$ cat src/rtl/pixel_result_writer_if.sv
// Result-stream and frame-buffer write bus for pixel_result_writer.
interface pixel_result_writer_if #(
  parameter int DATAWIDTH         = 8,
  parameter int PIXELCOUNTERWIDTH = 20
);
  logic                         pixelValid;
  logic [DATAWIDTH-1:0]         pixelIn;
  logic                         memReady;
  logic                         memWrEn;
  logic [PIXELCOUNTERWIDTH-1:0] memAddr;
  logic [DATAWIDTH-1:0]         memData;

  // Environment side: filter results in, frame buffer ready in
  modport master (
    output pixelValid, pixelIn, memReady,
    input  memWrEn, memAddr, memData
  );

  // Writer side
  modport slave (
    input  pixelValid, pixelIn, memReady,
    output memWrEn, memAddr, memData
  );
endinterface

$ cat src/rtl/pixel_result_writer.sv
// Collects strobed Sobel results into a small FIFO and writes them in order
// to the output frame buffer from MINPIXEL to MAXPIXEL, pulsing frameDone
// once the last result of the frame has been committed.
module pixel_result_writer #(
  parameter int MINPIXEL          = 0,
  parameter int MAXPIXEL          = 255,
  parameter int PIXELCOUNTERWIDTH = 20,
  parameter int DATAWIDTH         = 8,
  parameter int FIFODEPTH         = 4
) (
  input  logic                  clk,
  input  logic                  reset,
  input  logic                  startIn,
  pixel_result_writer_if.slave  bus,
  output logic                  busy,
  output logic                  frameDone,
  output logic                  overflow
);

  localparam int AW = $clog2(FIFODEPTH);
  localparam logic [PIXELCOUNTERWIDTH-1:0] MINADDR  = PIXELCOUNTERWIDTH'(MINPIXEL);
  localparam logic [PIXELCOUNTERWIDTH-1:0] MAXADDR  = PIXELCOUNTERWIDTH'(MAXPIXEL);
  localparam logic [PIXELCOUNTERWIDTH-1:0] FRAMELEN = PIXELCOUNTERWIDTH'(MAXPIXEL - MINPIXEL + 1);

  localparam logic [1:0] IDLE  = 2'd0;
  localparam logic [1:0] RUN   = 2'd1;
  localparam logic [1:0] FLUSH = 2'd2;
  localparam logic [1:0] DONE  = 2'd3;

  logic [1:0]                   state;
  logic [PIXELCOUNTERWIDTH-1:0] acceptCount;
  logic [PIXELCOUNTERWIDTH-1:0] acceptNext;
  logic [PIXELCOUNTERWIDTH-1:0] memAddrReg;
  logic [DATAWIDTH-1:0]         fifoMem [FIFODEPTH];
  logic [AW:0]                  wrPtr;
  logic [AW:0]                  rdPtr;
  logic [AW:0]                  rdPtrNext;
  logic                         fifoEmpty;
  logic                         fifoFull;
  logic                         writeActive;
  logic                         pop;
  logic                         push;
  logic                         drop;
  logic                         lastPop;

  // FIFO status, write handshake and accept/drop decisions
  always_comb begin
    fifoEmpty   = (wrPtr == rdPtr);
    fifoFull    = (wrPtr[AW] != rdPtr[AW]) && (wrPtr[AW-1:0] == rdPtr[AW-1:0]);
    writeActive = ~fifoEmpty && ((state == RUN) || (state == FLUSH));
    pop         = writeActive && bus.memReady;
    rdPtrNext   = rdPtr + 1'b1;
    lastPop     = pop && (rdPtrNext == wrPtr);
    // A full FIFO still takes a result when the head leaves in the same cycle
    push        = (state == RUN) && bus.pixelValid && (~fifoFull || pop);
    drop        = (state == RUN) && bus.pixelValid && fifoFull && ~pop;
    acceptNext  = acceptCount + PIXELCOUNTERWIDTH'(1);
  end

  assign bus.memWrEn = writeActive;
  assign bus.memAddr = memAddrReg;
  assign bus.memData = fifoMem[rdPtr[AW-1:0]];
  assign busy        = (state == RUN) || (state == FLUSH);
  assign frameDone   = (state == DONE);

  // Frame sequencing, accept counting, write address and FIFO pointers
  always_ff @(posedge clk or negedge reset) begin
    if (!reset) begin
      state       <= IDLE;
      acceptCount <= '0;
      memAddrReg  <= MINADDR;
      overflow    <= 1'b0;
      wrPtr       <= '0;
      rdPtr       <= '0;
    end else begin
      case (state)
        IDLE: begin
          if (startIn) begin
            state       <= RUN;
            acceptCount <= '0;
            memAddrReg  <= MINADDR;
            overflow    <= 1'b0;
            wrPtr       <= '0;
            rdPtr       <= '0;
          end
        end
        RUN: begin
          // Dropped results still count toward the frame length
          if (bus.pixelValid) begin
            acceptCount <= acceptNext;
            if (acceptNext == FRAMELEN) state <= FLUSH;
          end
        end
        FLUSH: begin
          if (fifoEmpty || lastPop) state <= DONE;
        end
        default: state <= IDLE;
      endcase

      // push/pop only happen in RUN/FLUSH, so they never collide with the IDLE clear
      if (push) wrPtr <= wrPtr + 1'b1;
      if (pop) begin
        rdPtr <= rdPtrNext;
        if (memAddrReg != MAXADDR) memAddrReg <= memAddrReg + PIXELCOUNTERWIDTH'(1);
      end
      if (drop) overflow <= 1'b1;
    end
  end

  // FIFO storage; cleared on reset so memData reads 0 out of reset
  always_ff @(posedge clk or negedge reset) begin
    if (!reset) begin
      for (int unsigned i = 0; i < FIFODEPTH; i++) fifoMem[i] <= '0;
    end else if (push) begin
      fifoMem[wrPtr[AW-1:0]] <= bus.pixelIn;
    end
  end

endmodule

$ cat src/flat_wrapper.sv
// flat-port wrapper written by rule: the top's interface ports become plain ports
module pixel_result_writer_flat 
#(
  parameter int MINPIXEL          = 0,
  parameter int MAXPIXEL          = 255,
  parameter int PIXELCOUNTERWIDTH = 20,
  parameter int DATAWIDTH         = 8,
  parameter int FIFODEPTH         = 4
)
  (clk, reset, startIn, busy, frameDone, overflow, bus_pixelValid, bus_pixelIn, bus_memReady, bus_memWrEn, bus_memAddr, bus_memData);
  pixel_result_writer_if #(.DATAWIDTH(DATAWIDTH), .PIXELCOUNTERWIDTH(PIXELCOUNTERWIDTH)) bus_i ();
  input  logic clk;
  input  logic reset;
  input  logic startIn;
  output logic busy;
  output logic frameDone;
  output logic overflow;
  input wire logic [$bits(bus_i.pixelValid)-1:0] bus_pixelValid;
  input wire logic [$bits(bus_i.pixelIn)-1:0] bus_pixelIn;
  input wire logic [$bits(bus_i.memReady)-1:0] bus_memReady;
  output wire logic [$bits(bus_i.memWrEn)-1:0] bus_memWrEn;
  output wire logic [$bits(bus_i.memAddr)-1:0] bus_memAddr;
  output wire logic [$bits(bus_i.memData)-1:0] bus_memData;
  assign bus_i.pixelValid = bus_pixelValid;
  assign bus_i.pixelIn = bus_pixelIn;
  assign bus_i.memReady = bus_memReady;
  assign bus_memWrEn = bus_i.memWrEn;
  assign bus_memAddr = bus_i.memAddr;
  assign bus_memData = bus_i.memData;
  pixel_result_writer #(.MINPIXEL(MINPIXEL), .MAXPIXEL(MAXPIXEL), .PIXELCOUNTERWIDTH(PIXELCOUNTERWIDTH), .DATAWIDTH(DATAWIDTH), .FIFODEPTH(FIFODEPTH)) u_core (.clk(clk), .reset(reset), .startIn(startIn), .bus(bus_i), .busy(busy), .frameDone(frameDone), .overflow(overflow));
endmodule
$ cat config.mk
export PLATFORM = sky130hd
export DESIGN_NAME = pixel_result_writer_flat
export DESIGN_NICKNAME = d
export VERILOG_FILES = /design/src/rtl/pixel_result_writer_if.sv /design/src/rtl/pixel_result_writer.sv /design/src/flat_wrapper.sv
export SDC_FILE = /design/constraint.sdc
export NUM_CORES = 1
export LEC_CHECK = 0
export CAP_MARGIN = 20
export CORE_MARGIN = 5
export CORE_UTILIZATION = 30
export CTS_BUF_LIST = sky130_fd_sc_hd__clkbuf_16
export CTS_CLUSTER_DIAMETER = 40
export DETAILED_ROUTE_END_ITERATION = 8
export GPL_TIMING_DRIVEN = 0
export PLACE_DENSITY_LB_ADDON = 0.1
export REMOVE_ABC_BUFFERS = 1
export SLEW_MARGIN = 15
export SYNTH_ARGS = -nofsm -noshare
export SYNTH_HDL_FRONTEND = slang
export SYNTH_SLANG_ARGS = --single-unit
$ cat constraint.sdc
create_clock -name clk -period 7 [get_ports clk]
set_input_delay 1.4 -clock clk [delete_from_list [all_inputs] [get_ports clk]]
set_output_delay 1.4 -clock clk [all_outputs]
set_load 0.005 [all_outputs]
After elaboration in Yosys (flattened, before gate mapping). Cells that the tools add are included.

Bitwise gates (word level): 5. $lt $le $gt $ge: 3. Muxes and demuxes: 25. Equal/unequal tests: 13. Reduce and logical (&&, ||, !) cells: 25. $add $sub $neg: 4.

Operators by type and width (number): 20-bit two-way mux (6); 20-bit by 1-bit adder with 20-bit output, second input constant (2); 20-bit case mux with 2 select lines (1); 32-bit bitwise mux (1); 8-bit two-way mux (3); 20-bit by 9-bit equality test with 1-bit output, second input constant (1); 20-bit by 8-bit != test with 1-bit output, second input constant (1); 8-bit binary-select mux with 2-bit select (1); 8-bit demux with 2-bit select (1); 2-bit nonzero test (7); 3-bit two-way mux (4); 1-bit logical AND (9); 2-bit two-way mux (4); 2-bit != test, second input constant (4); 3-bit by 1-bit adder with 3-bit output, second input constant (2); 3-bit equality test (2); 3-bit greater-or-equal comparator, second input constant (2); 2-bit NOT with 3-bit output (2); 2-bit case mux with 3 select lines (1); 2-bit AND reduction (3); 2-bit equality test, second input constant (2); 4-bit AND reduction (1); 1-bit logical OR (3); 3-bit by 1-bit less-than comparator with 1-bit output, second input constant (1); other kinds (7) (11).

Input bits: 13. Output and inout port bits: 32. Bits in registers: 81.

Depth between registers and ports, before layout. Gate-level depths: netlist of run 1.

Depth after elaboration: 8. Depth in mapped cells: 9.

Worst setup path after synthesis of run 1. No wires, ideal clock.

Kind: input -> register. Start point: input port bus_memReady. End point: register u_core.state[1]. Library setup time: 0.125 ns. Path buffers: 0. Path slack: 4.116 ns. Arrival: 2.759 ns. Cell stages on the path: 6. Data required time: 6.875 ns. Path through: nand2_1 nand4b_1 a311o_1 nor4_1 a31o_2 mux2_4.

Longest elaborated chain between the ends: 5.

Ends and longest elaborated chain: from (decl) (line flat_wrapper.sv:20) `input wire logic [$bits(bus_i.memReady)-1:0] bus_memReady;`; 1-bit logical AND (line pixel_result_writer.sv:51) `pop = writeActive && bus.memReady;`; 1-bit logical AND (line pixel_result_writer.sv:53) `lastPop = pop && (rdPtrNext == wrPtr);`; 1-bit logical OR (line pixel_result_writer.sv:95) `if (fifoEmpty || lastPop) state <= DONE;`; 2-bit != test (no line); 4-bit AND reduction (no line); to (signal assigned) (line pixel_result_writer.sv:91) `if (acceptNext == FRAMELEN) state <= FLUSH;`; to (signal assigned) (line pixel_result_writer.sv:95); to (signal assigned) (line pixel_result_writer.sv:97) `default: state <= IDLE;`; to (decl) (line pixel_result_writer.sv:30) `logic [1:0] state;`.

Every way passes these cells. A chain may end at the register's enable or synchronous reset.

Worst setup path in the final report of run 1.
Start point: register u_core.rdPtr[0]. End point: output port bus_memWrEn.

Longest elaborated chain between the ends: 3.

Ends and longest elaborated chain: from (decl) (line pixel_result_writer.sv:36) `logic [AW:0] rdPtr;`; from (signal assigned) (line pixel_result_writer.sv:103) `rdPtr <= rdPtrNext;`; 3-bit equality test (line pixel_result_writer.sv:48) `fifoEmpty = (wrPtr == rdPtr);`; 1-bit NOT (line pixel_result_writer.sv:50) `writeActive = ~fifoEmpty && ((state == RUN) || (state == FLUSH));`; 1-bit logical AND (line pixel_result_writer.sv:50); to (decl) (line flat_wrapper.sv:21) `output wire logic [$bits(bus_i.memWrEn)-1:0] bus_memWrEn;`.

Every way passes these cells.

==> results of run 1 <==
## cell type report
class                      count  share of cell area, %
tap                          184                   4.30
clock inverter                 7                   1.42
clock buffer                   9                   4.20
timing repair buffer          47                   9.04
inverter                       6                  0.420
multi-input combinational    338                   42.8
sequential                    81                   37.8
## logic make-up after synthesis
group,count (synthesis),synth area share (%)
xor+xnor,10,1.97
buf+inv,32,2.90
fa+ha+maj,12,3.38
flops,81,45.7
compound gates,116,15.3
mux,45,13.4
simple gates,155,17.3
## per-layer routing
layer,up-vias,wire [µm]
met5,-,0
met4,0,227
met3,17,419
met2,52,4960
met1,1736,5170
li1,1725,-
## where the power goes
group	switching, W	internal [W]
registers	0.000122	0.000600
clock network	0.000210	0.000280
logic	0.000249	0.000362
total	0.000581	0.00124
## placed cells by master, fill, tap and decap left out, types with 5 or more instances in the layout
| master | instances |
|---|---|
| xor2_1 | 7 |
| ha_1 | 12 |
| and2_1 | 5 |
| o41ai_1 | 5 |
| a31oi_1 | 5 |
| dfrtp_1 | 81 |
| o21ai_0 | 65 |
| inv_1 | 6 |
| nor3_1 | 5 |
| a21oi_1 | 14 |
| nor2b_1 | 6 |
| nand2_1 | 46 |
| nor4_1 | 11 |
| nor2_1 | 32 |
| mux2_2 | 33 |
| nand3_1 | 14 |
| nand4_1 | 13 |
| o31ai_1 | 13 |
| clkdlybuf4s50_1 | 43 |
| clkbuf_16 | 9 |
| mux4_2 | 8 |
| and3_1 | 9 |
## through the flow
step           instances  power, W  util (%)
6_report             672   0.00182      36.9
5_1_grt              672   0.00195      36.9
4_1_cts              672   0.00185      36.9
3_5_place_dp         656   0.00135      34.8
3_3_place_gp         653   0.00133      34.4
2_1_floorplan        425   0.00107         -
## sequential cells by signal, summed over array words and instances, names as in the netlist
| register | cells |
|---|---|
| u_core.fifoMem | 32 |
| u_core.acceptCount | 20 |
| u_core.bus.memAddr | 20 |
| u_core.rdPtr | 3 |
| u_core.wrPtr | 3 |
| u_core.state | 2 |
| u_core.overflow | 1 |
## worst min-delay path by stage
stage	to	cells after the start	slack, ns	start
final	u_core.fifoMem[8]$_DFFE_PN0P_	1	0.50	u_core.fifoMem[8]$_DFFE_PN0P_
after global routing	u_core.fifoMem[8]$_DFFE_PN0P_	1	0.52	u_core.fifoMem[8]$_DFFE_PN0P_
after CTS	u_core.fifoMem[8]$_DFFE_PN0P_	1	0.50	u_core.fifoMem[8]$_DFFE_PN0P_
after detailed placement	u_core.fifoMem[8]$_DFFE_PN0P_	1	0.49	u_core.fifoMem[8]$_DFFE_PN0P_
after global placement	u_core.fifoMem[19]$_DFFE_PN0P_	1	0.48	u_core.fifoMem[19]$_DFFE_PN0P_
after floorplan	u_core.rdPtr[2]$_DFFE_PN0P_	1	0.47	u_core.rdPtr[2]$_DFFE_PN0P_
## worst register-to-register path: stages (launching register included)
cell and delay (ns):
dfrtp_1 0.82, xor2_1 0.30, or3_1 0.22, nor2b_1 0.68, o21ai_2 0.37, buf_8 0.27, and2_1 0.29, o21ai_0 0.22
o21ai_0 0.12
==> flow_metrics.py, run 1 <==
metrics = {
    "run_status": {
        "status": "finished, final reports clean",
    },
    "routing": {
        "drc": 0,
        "avgRoutedWirePerCell_um": 16.0,
        "drt_wl_total_mm": 10.8,
        "drt_iter0_drc": 206,
        "route.vias.total": 3530,
        "first_pass_iters": 4,
        "avgViaCountPerCell": 5.25,
        "ant_nets": 0,
    },
    "finish": {
        "fin_area_um2": 5360,
        "multi_input_area_um2": 2290,
        "nFillCells": 1464,
        "seq_area_um2": 2030,
        "synthToLayoutAreaGrowth_pct": 20.7,
        "fin_nets": 508,
        "n_antenna_cell": 0,
        "drive_gt1_share_pct": 13.5,
    },
    "logic_synthesis": {
        "synth_cells": 451,
        "synth-edff-count": 0,
        "synth_seq_cells": 81,
        "synth_area_per_cell_um2": 9.84,
        "ys_warn_count": 0,
        "synth_common_cells": "dfrtp_1, o21ai_0, nand2_1",
        "yosysMostFrequentCell": "dfrtp_1",
        "ys_top_cells_by_area": "dfrtp_1, mux2_2, o21ai_0",
        "synth_top_cell_by_area": "dfrtp_1",
        "yosysTopAreaCellShare_pct": 45.7,
        "synthFlopType": "dfrtp_1",
        "synth-async-reset-ratio_pct": 100,
        "ys_types": 47,
        "netlist_area_um2": 4440,
        "yosysSeqAreaShare_pct": 45.7,
    },
    "placement": {
        "dpl_cell_area_um2": 5050,
        "hpwl_mm": 7.32,
        "pre_cts_slack_ns": 2.91,
        "place_congestion": 0.755,
        "io_buffer_count": 44,
    },
    "sta": {
        "rsz0062_at_grt": "false",
        "worst_pin_slew_ns": 0.907,
        "slew_headroom_pct": 39.3,
        "setup-violations-final": 0,
        "max_freq_mhz": 258,
        "holdWs_ns": 0.499,
        "hold_viol_final": 0,
        "clock_skew_ns": 0.00853,
        "fin_ws_ns": 3.13,
        "finalCritPeriodShare_pct": 55.3,
        "fin_setup_tns_ns": 0,
        "finalMaxSlewViolations": 0,
        "fin_crit_ns": 3.87,
    },
    "job": {
        "cap_violations": 0,
    },
    "power_and_ir_drop": {
        "power_density_nw_per_um2": 340,
        "power_leakage_nw": 2.15,
        "ir_drop_v": 0.000115,
    },
    "die": {
        "dieArea_um2": 17300,
        "row_count": 44,
        "initial_core_util_pct": 30.5,
        "ios": 45,
        "core_um2": 14500,
        "fp.dieH_um": 132,
        "die-width_um": 132,
    },
    "grt": {
        "grt.met1_usage_pct": 17.3,
        "busiest_layer": "met2",
        "antenna_found_initial": 0,
        "met3_usage_pct": 3.63,
        "use_met2_pct": 19.6,
        "grt_pass1_wl_mm": 18.4,
        "grt_pass1_vias": 3548,
        "grt.total_usage_pct": 12.9,
        "overflow": 0,
        "grt_max_degree": 44,
    },
    "critical_path": {
        "regToRegSetupSlack_ns": 3.57,
        "path_buf_inv": 1,
        "cp-endpoint": "bus_memWrEn",
        "cp_data_arrival_time_ns": 2.47,
        "cp_max_fo": 12,
        "slowest_delay_ns": 0.82,
        "cp-startpoint": "u_core.rdPtr[0]$_DFFE_PN0P_",
        "path_class": "register to output pin",
        "rr_endpoint": "u_core.bus.memAddr[12]$_DFF_PN0_",
        "crit_family": "flip-flops",
        "path_depth": 4,
        "end_kind": "output pin",
        "crit_slowest_cell": "dfrtp_1",
        "r2r_cells": 8,
        "crit_chain": "xor2_1, or3_1, and2_1, clkdlybuf4s50_1",
        "critical_path_required_ns": 5.60,
        "worstReg2RegStart": "u_core.rdPtr[0]$_DFFE_PN0P_",
        "crit_path_start_kind": "register",
    },
    "clock_tree": {
        "cts_setup_buffers": 0,
        "clk_pin_slew_ns": 0.06,
        "cts_tree": "yes",
        "cts_buffers": 9,
        "cts.repair.resized": 0,
        "clockBufferDepth": 2,
        "cts.sinks": 81,
        "htree_levels": 3,
        "cts_hold_buf": 0,
        "cts_root_buf": "clkbuf_16",
        "insertion_delay_ns": 0.35,
    },
    "worst_hold_path": {
        "hold_class": "register to register",
    },
}
No activity file was read; power rests on OpenSTA's default activity.
==> run 2: changes to the inputs <==
- clock period: 7 -> 3.3 ns (I/O delays scaled with it)
==> run 2 against run 1 <==
- cell area up 0.16%
- hold slack worse by 0.20 ns
- register-to-register slack got worse by 3.2 ns
- flip-flop and latch count stayed put
- via count fell by 0.14%
- clock-buffer cell count unchanged
- critical path type is now register to register
==> flow_metrics.py, run 2 (synthesized netlist as in run 1, its figures left out) <==
metrics = {
    "run_status": {
        "status": "finished, final reports clean",
    },
    "sta": {
        "clock_skew_ns": 0.00856,
        "finalMaxSlewViolations": 0,
        "rsz0062_at_grt": "false",
        "slew_headroom_pct": 39.1,
        "worst_pin_slew_ns": 0.910,
        "finalCritPeriodShare_pct": 89.1,
        "hold_viol_final": 0,
        "fin_crit_ns": 2.94,
        "max_freq_mhz": 340,
        "setup-violations-final": 0,
        "fin_ws_ns": 0.361,
    },
    "finish": {
        "seq_area_um2": 2030,
        "multi_input_area_um2": 2300,
        "post-route-util_pct": 36.9,
        "mostFrequentLayoutCells": "dfrtp_1, o21ai_0, nand2_1",
        "n_antenna_cell": 0,
        "fin_nets": 508,
        "top_register": "u_core.fifoMem",
        "fin_area_um2": 5370,
        "drive_gt1_share_pct": 14.1,
        "final_common_cell": "dfrtp_1",
        "largest_reg_flops": 32,
        "synthToLayoutAreaGrowth_pct": 20.9,
        "nFillCells": 1462,
    },
    "clock_tree": {
        "insertion_delay_ns": 0.35,
        "clockBufferDepth": 2,
        "cts_root_buf": "clkbuf_16",
        "htree_levels": 3,
        "cts_buffers": 9,
        "cts_tree": "yes",
        "cts.sinks": 81,
        "clk_pin_slew_ns": 0.07,
    },
    "critical_path": {
        "worstReg2RegStart": "u_core.bus.memAddr[0]$_DFF_PN0_",
        "regToRegSetupSlack_ns": 0.36,
        "r2r_cells": 9,
        "end_kind": "register",
        "rr_endpoint": "u_core.bus.memAddr[12]$_DFF_PN0_",
        "path_class": "register to register",
        "crit_path_start_kind": "register",
        "cp_max_fo": 19,
        "cp_data_arrival_time_ns": 3.19,
        "critical_path_required_ns": 3.55,
    },
    "routing": {
        "avgViaCountPerCell": 5.25,
        "ant_nets": 0,
        "first_pass_iters": 4,
        "route.vias.total": 3525,
        "drt_wl_total_mm": 10.8,
        "drc": 0,
        "drt_iter0_drc": 223,
        "avgRoutedWirePerCell_um": 16.0,
    },
    "placement": {
        "dpl_cell_area_um2": 5050,
        "io_buffer_count": 44,
        "hpwl_mm": 7.32,
        "pre_cts_slack_ns": -0.120,
        "place_congestion": 0.755,
    },
    "grt": {
        "grt_pass1_wl_mm": 18.4,
        "grt.total_usage_pct": 12.9,
        "grt_max_degree": 44,
        "grt_pass1_vias": 3561,
        "overflow": 0,
        "antenna_found_initial": 0,
    },
    "job": {
        "cap_violations": 0,
    },
    "die": {
        "fp.dieH_um": 132,
        "row_count": 44,
        "dieArea_um2": 17300,
        "die-width_um": 132,
        "initial_core_util_pct": 30.5,
        "core_um2": 14500,
        "ios": 45,
    },
    "worst_hold_path": {
        "hold_class": "input port to async pin",
    },
    "power_and_ir_drop": {
        "power_density_nw_per_um2": 721,
        "ir_drop_v": 0.000244,
        "power_leakage_nw": 2.15,
        "power_w": 0.00387,
    },
}
[run 2: worst max-delay path, cell delays in order (launching register included)]
cell and delay, ns:
dfrtp_1 0.45, ha_1 0.26, nand2_1 0.12, nor3_2 0.41, nand2b_1 0.17, o21ai_2 0.50
buf_8 0.24, and2_1 0.41, o21ai_0 0.16, o21ai_0 0.11
[run 2: layout make-up]
| type | instances | area share, % |
|---|---|---|
| Tap cell | 184 | 4.29 |
| Sequential cell | 81 | 37.8 |
| Clock buffer | 9 | 4.20 |
| Inverter | 6 | 0.420 |
| Multi-Input combinational cell | 338 | 42.8 |
| Timing Repair Buffer | 47 | 9.03 |
| Clock inverter | 7 | 1.42 |
[run 2: how the worst max path moves through the flow]
stage	startpoint	to
after floorplan	u_core.bus.memAddr[0]$_DFF_PN0_	u_core.bus.memAddr[5]$_DFF_PN0_
after global placement	reset	u_core.bus.memAddr[3]$_DFF_PN0_
after detailed placement	u_core.rdPtr[0]$_DFFE_PN0P_	u_core.bus.memAddr[12]$_DFF_PN0_
after CTS	u_core.rdPtr[0]$_DFFE_PN0P_	bus_memWrEn
after global routing	u_core.bus.memAddr[0]$_DFF_PN0_	u_core.bus.memAddr[5]$_DFF_PN0_
final	u_core.bus.memAddr[0]$_DFF_PN0_	u_core.bus.memAddr[12]$_DFF_PN0_
[run 2: what timing repair did]
action	CTS	global route
hold buffers	0	0
setup buffers	0	0
endpoints found under the setup margin	11	13
cloned	0	0
hold endpoints to repair	0	0
gates resized for setup	1	2
[run 2: per-layer routing]
| metal | global-route usage, % | vias up | share of wire (%) |
|---|---|---|---|
| met5 | 0 | - | 0 |
| met4 | 5.09 | 0 | 2.0 |
| met3 | 3.56 | 16 | 3.5 |
| met2 | 19.7 | 49 | 46 |
| met1 | 17.3 | 1736 | 48 |
| li1 | - | 1724 | - |
[run 2: stage by stage]
stage                     hold slack (ns)  cells  TNS, ns
after global routing                0.352    672        0
final                               0.302    672        0
after CTS                           0.323    672        0
after detailed placement            0.488    656   -0.882
after floorplan                     0.364    425        0
after global placement              0.482    653  -138.33
[run 2: where the power goes]
| group | switching [W] | leakage [nW] | total, W | internal [W] |
|---|---|---|---|---|
| clock network | 0.000443 | 0.144 | 0.00104 | 0.000593 |
| registers | 0.000258 | 1.04 | 0.00153 | 0.00127 |
| logic | 0.000529 | 0.973 | 0.00130 | 0.000771 |
==> RTL change (flow settings as in run 1) <==
`MAXPIXEL` is set to 255 in 2 places; all go to 191.
--- a/src/rtl/pixel_result_writer.sv
+++ b/src/rtl/pixel_result_writer.sv
@@ -5,3 +5,3 @@
   parameter int MINPIXEL          = 0,
-  parameter int MAXPIXEL          = 255,
+  parameter int MAXPIXEL          = 191,
   parameter int PIXELCOUNTERWIDTH = 20,
--- a/src/flat_wrapper.sv
+++ b/src/flat_wrapper.sv
@@ -4,3 +4,3 @@
   parameter int MINPIXEL          = 0,
-  parameter int MAXPIXEL          = 255,
+  parameter int MAXPIXEL          = 191,
   parameter int PIXELCOUNTERWIDTH = 20,
Function: no difference found for any inputs over 4 cycles, from zero or initial values and one cycle with reset low; that may be too few to reach the edited logic, so the function may still have changed.
==> RTL change against run 1 <==
  * Sequential cell count unchanged
  * Critical path depth unchanged
  * Design area down 1.5%
  * Routed wire length down 3.1%
  * Power down 1.4%
  * Setup slack better by 200 ps
  * Utilization down 0.14 points
  * Area after synthesis down 2.2%
  * Sequential share of layout area up 0.58 points
  * Global-route usage up 0.64 points
  * Critical endpoint unchanged
==> RTL change: results (changes against run 1) <==
P_sw 579 uW (was 581 uW); DP Area 5000 um^2 (was 5050 um^2); Tcrit/Tclk final 52.5% (was 55.3%); ClkCell Share 5.19% (was 5.63%); Max IR drop VDD 160 uV (was 115 uV); post-cts sizing count 0 (unchanged); power in sequential cells 726 uW (was 721 uW); comb_multi_in 321 (was 338); NonClk Buf Share 9.25% (was 9.04%); Seq/Total Area, Yosys 46.7% (was 45.7%); Area contributors post-synth dfrtp_1 47%, mux2_2 8.6%, o21ai_0 6.2%, mux4_2 4.1%, nand2_1 4.1% (was dfrtp_1 46%, mux2_2 8.4%, o21ai_0 7.4%, mux4_2 4.1%, nand2_1 3.9%); gp weighted congestion 0.738 (was 0.755); drt initial violations 169 (was 206); largest net degree at the start of global routing 49 (was 44); crit path DAT 2280 ps (was 2470 ps); pwr/cell area 341 nW/um^2 (was 340 nW/um^2); fin nets 495 (was 508); share of layout cells above drive strength 1 13.5% (about the same); antenna violations before repair 0 (unchanged); CP max stage delay 640 ps (was 820 ps); Routed WL 10400 um (was 10800 um); status completed (unchanged); slowest cell on the critical path dfrtp_1 (unchanged); Seq/total area 38.4% (was 37.8%); leading cell types by count after synthesis 81 x dfrtp_1, 54 x o21ai_0, 47 x nand2_1 (was 81 x dfrtp_1, 66 x o21ai_0, 46 x nand2_1); Comb power frac 34.9% (was 33.6%); first-pass GRT wire length 17900 um (was 18400 um); R2R Setup Slk 3600 ps (was 3570 ps); Leak 0.00214 uW (was 0.00215 uW); routed vias 3426 (was 3530); All-Layer GR Usage 13.5% (was 12.9%); CP delay by family, top flip-flops (unchanged); reg2reg end u_core.state[1] (was u_core.bus.memAddr[12]); Worst Hold Class flop to flop (unchanged); ant diodes 0 (unchanged); die area 17000 um^2 (was 17300 um^2); setup repair bufs after CTS 0 (unchanged); clk_skew 6.85 ps (was 8.53 ps); CTS max path bufs 2 (unchanged); Final HPWL DP 7070 um (was 7320 um); unique cell type count in the Yosys netlist 46 (was 47); CP Max Fanout 12 (unchanged); DP Worst Slack 2950 ps (was 2910 ps); # clock sinks 81 (unchanged); area occupied by multi-input gates 2220 um^2 (was 2290 um^2); Inverters, non-clock 9 (was 6); Clock Latency Late Sink 350 ps (about the same); non-clock buffer count in the final layout 48 (was 47); worst setup path endpoint bus_memWrEn (unchanged); Slew headroom 37.0% (was 39.3%)
-- RTL change: changes by cell type after synthesis, moves of 4 or more --
cell      before  now
clkbuf_1      19   11
a21oi_1       14   10
nor4_1        11    4
o21ai_0       66   54
nand3_1       14   23
a31oi_1        5   12
nor2_1        32   28
-- RTL change: stage by stage --
stage               std cells  total power, uW  hold slack [ps]
finish                    659             1800              502
global route              659             1940              518
CTS                       659             1830              503
detailed placement        643             1370              488
global placement          639             1350              484
floorplan                 411             1090              473
-- RTL change: worst reg2reg max path, cell delays in order, from the launching register on --
cell and delay, ps:
dfrtp_1 800, ha_1 310, xor3_1 420, or4_1 430, a31o_1 280, a211oi_2 160, o2111ai_1 160, o32ai_2 370
mux2_1 350
-- RTL change: worst min-delay path by stage --
stage	from	endpoint
2_1_floorplan	u_core.overflow	u_core.overflow
3_3_place_gp	u_core.fifoMem[17]	u_core.fifoMem[17]
3_5_place_dp	u_core.fifoMem[8]	u_core.fifoMem[8]
4_1_cts	u_core.fifoMem[8]	u_core.fifoMem[8]
5_1_grt	u_core.fifoMem[21]	u_core.fifoMem[21]
6_report	u_core.fifoMem[9]	u_core.fifoMem[9]
-- RTL change: routing by layer --
layer,track usage (%),part of all wire (%),vias up
li1,-,-,1672
met4,4.83,1.6,0
met2,21.2,49,45
met1,18.0,47,1698
met5,0,0,-
met3,3.48,3.1,11
-- RTL change: cell families (layout without fill, tap and decap cells) --
kind of cell / Yosys count / after routing / share of synthesized area, %
flip-flops: 81 / 81 / 46.7
buffers and inverters: 26 / 73 / 2.33
adder cells (fa/ha/maj): 12 / 12 / 3.46
AND/OR/NAND/NOR: 146 / 146 / 16.3
XOR/XNOR: 10 / 10 / 2.36
multiplexers: 44 / 44 / 13.4
AO/OA/AOI/OAI: 109 / 109 / 15.5
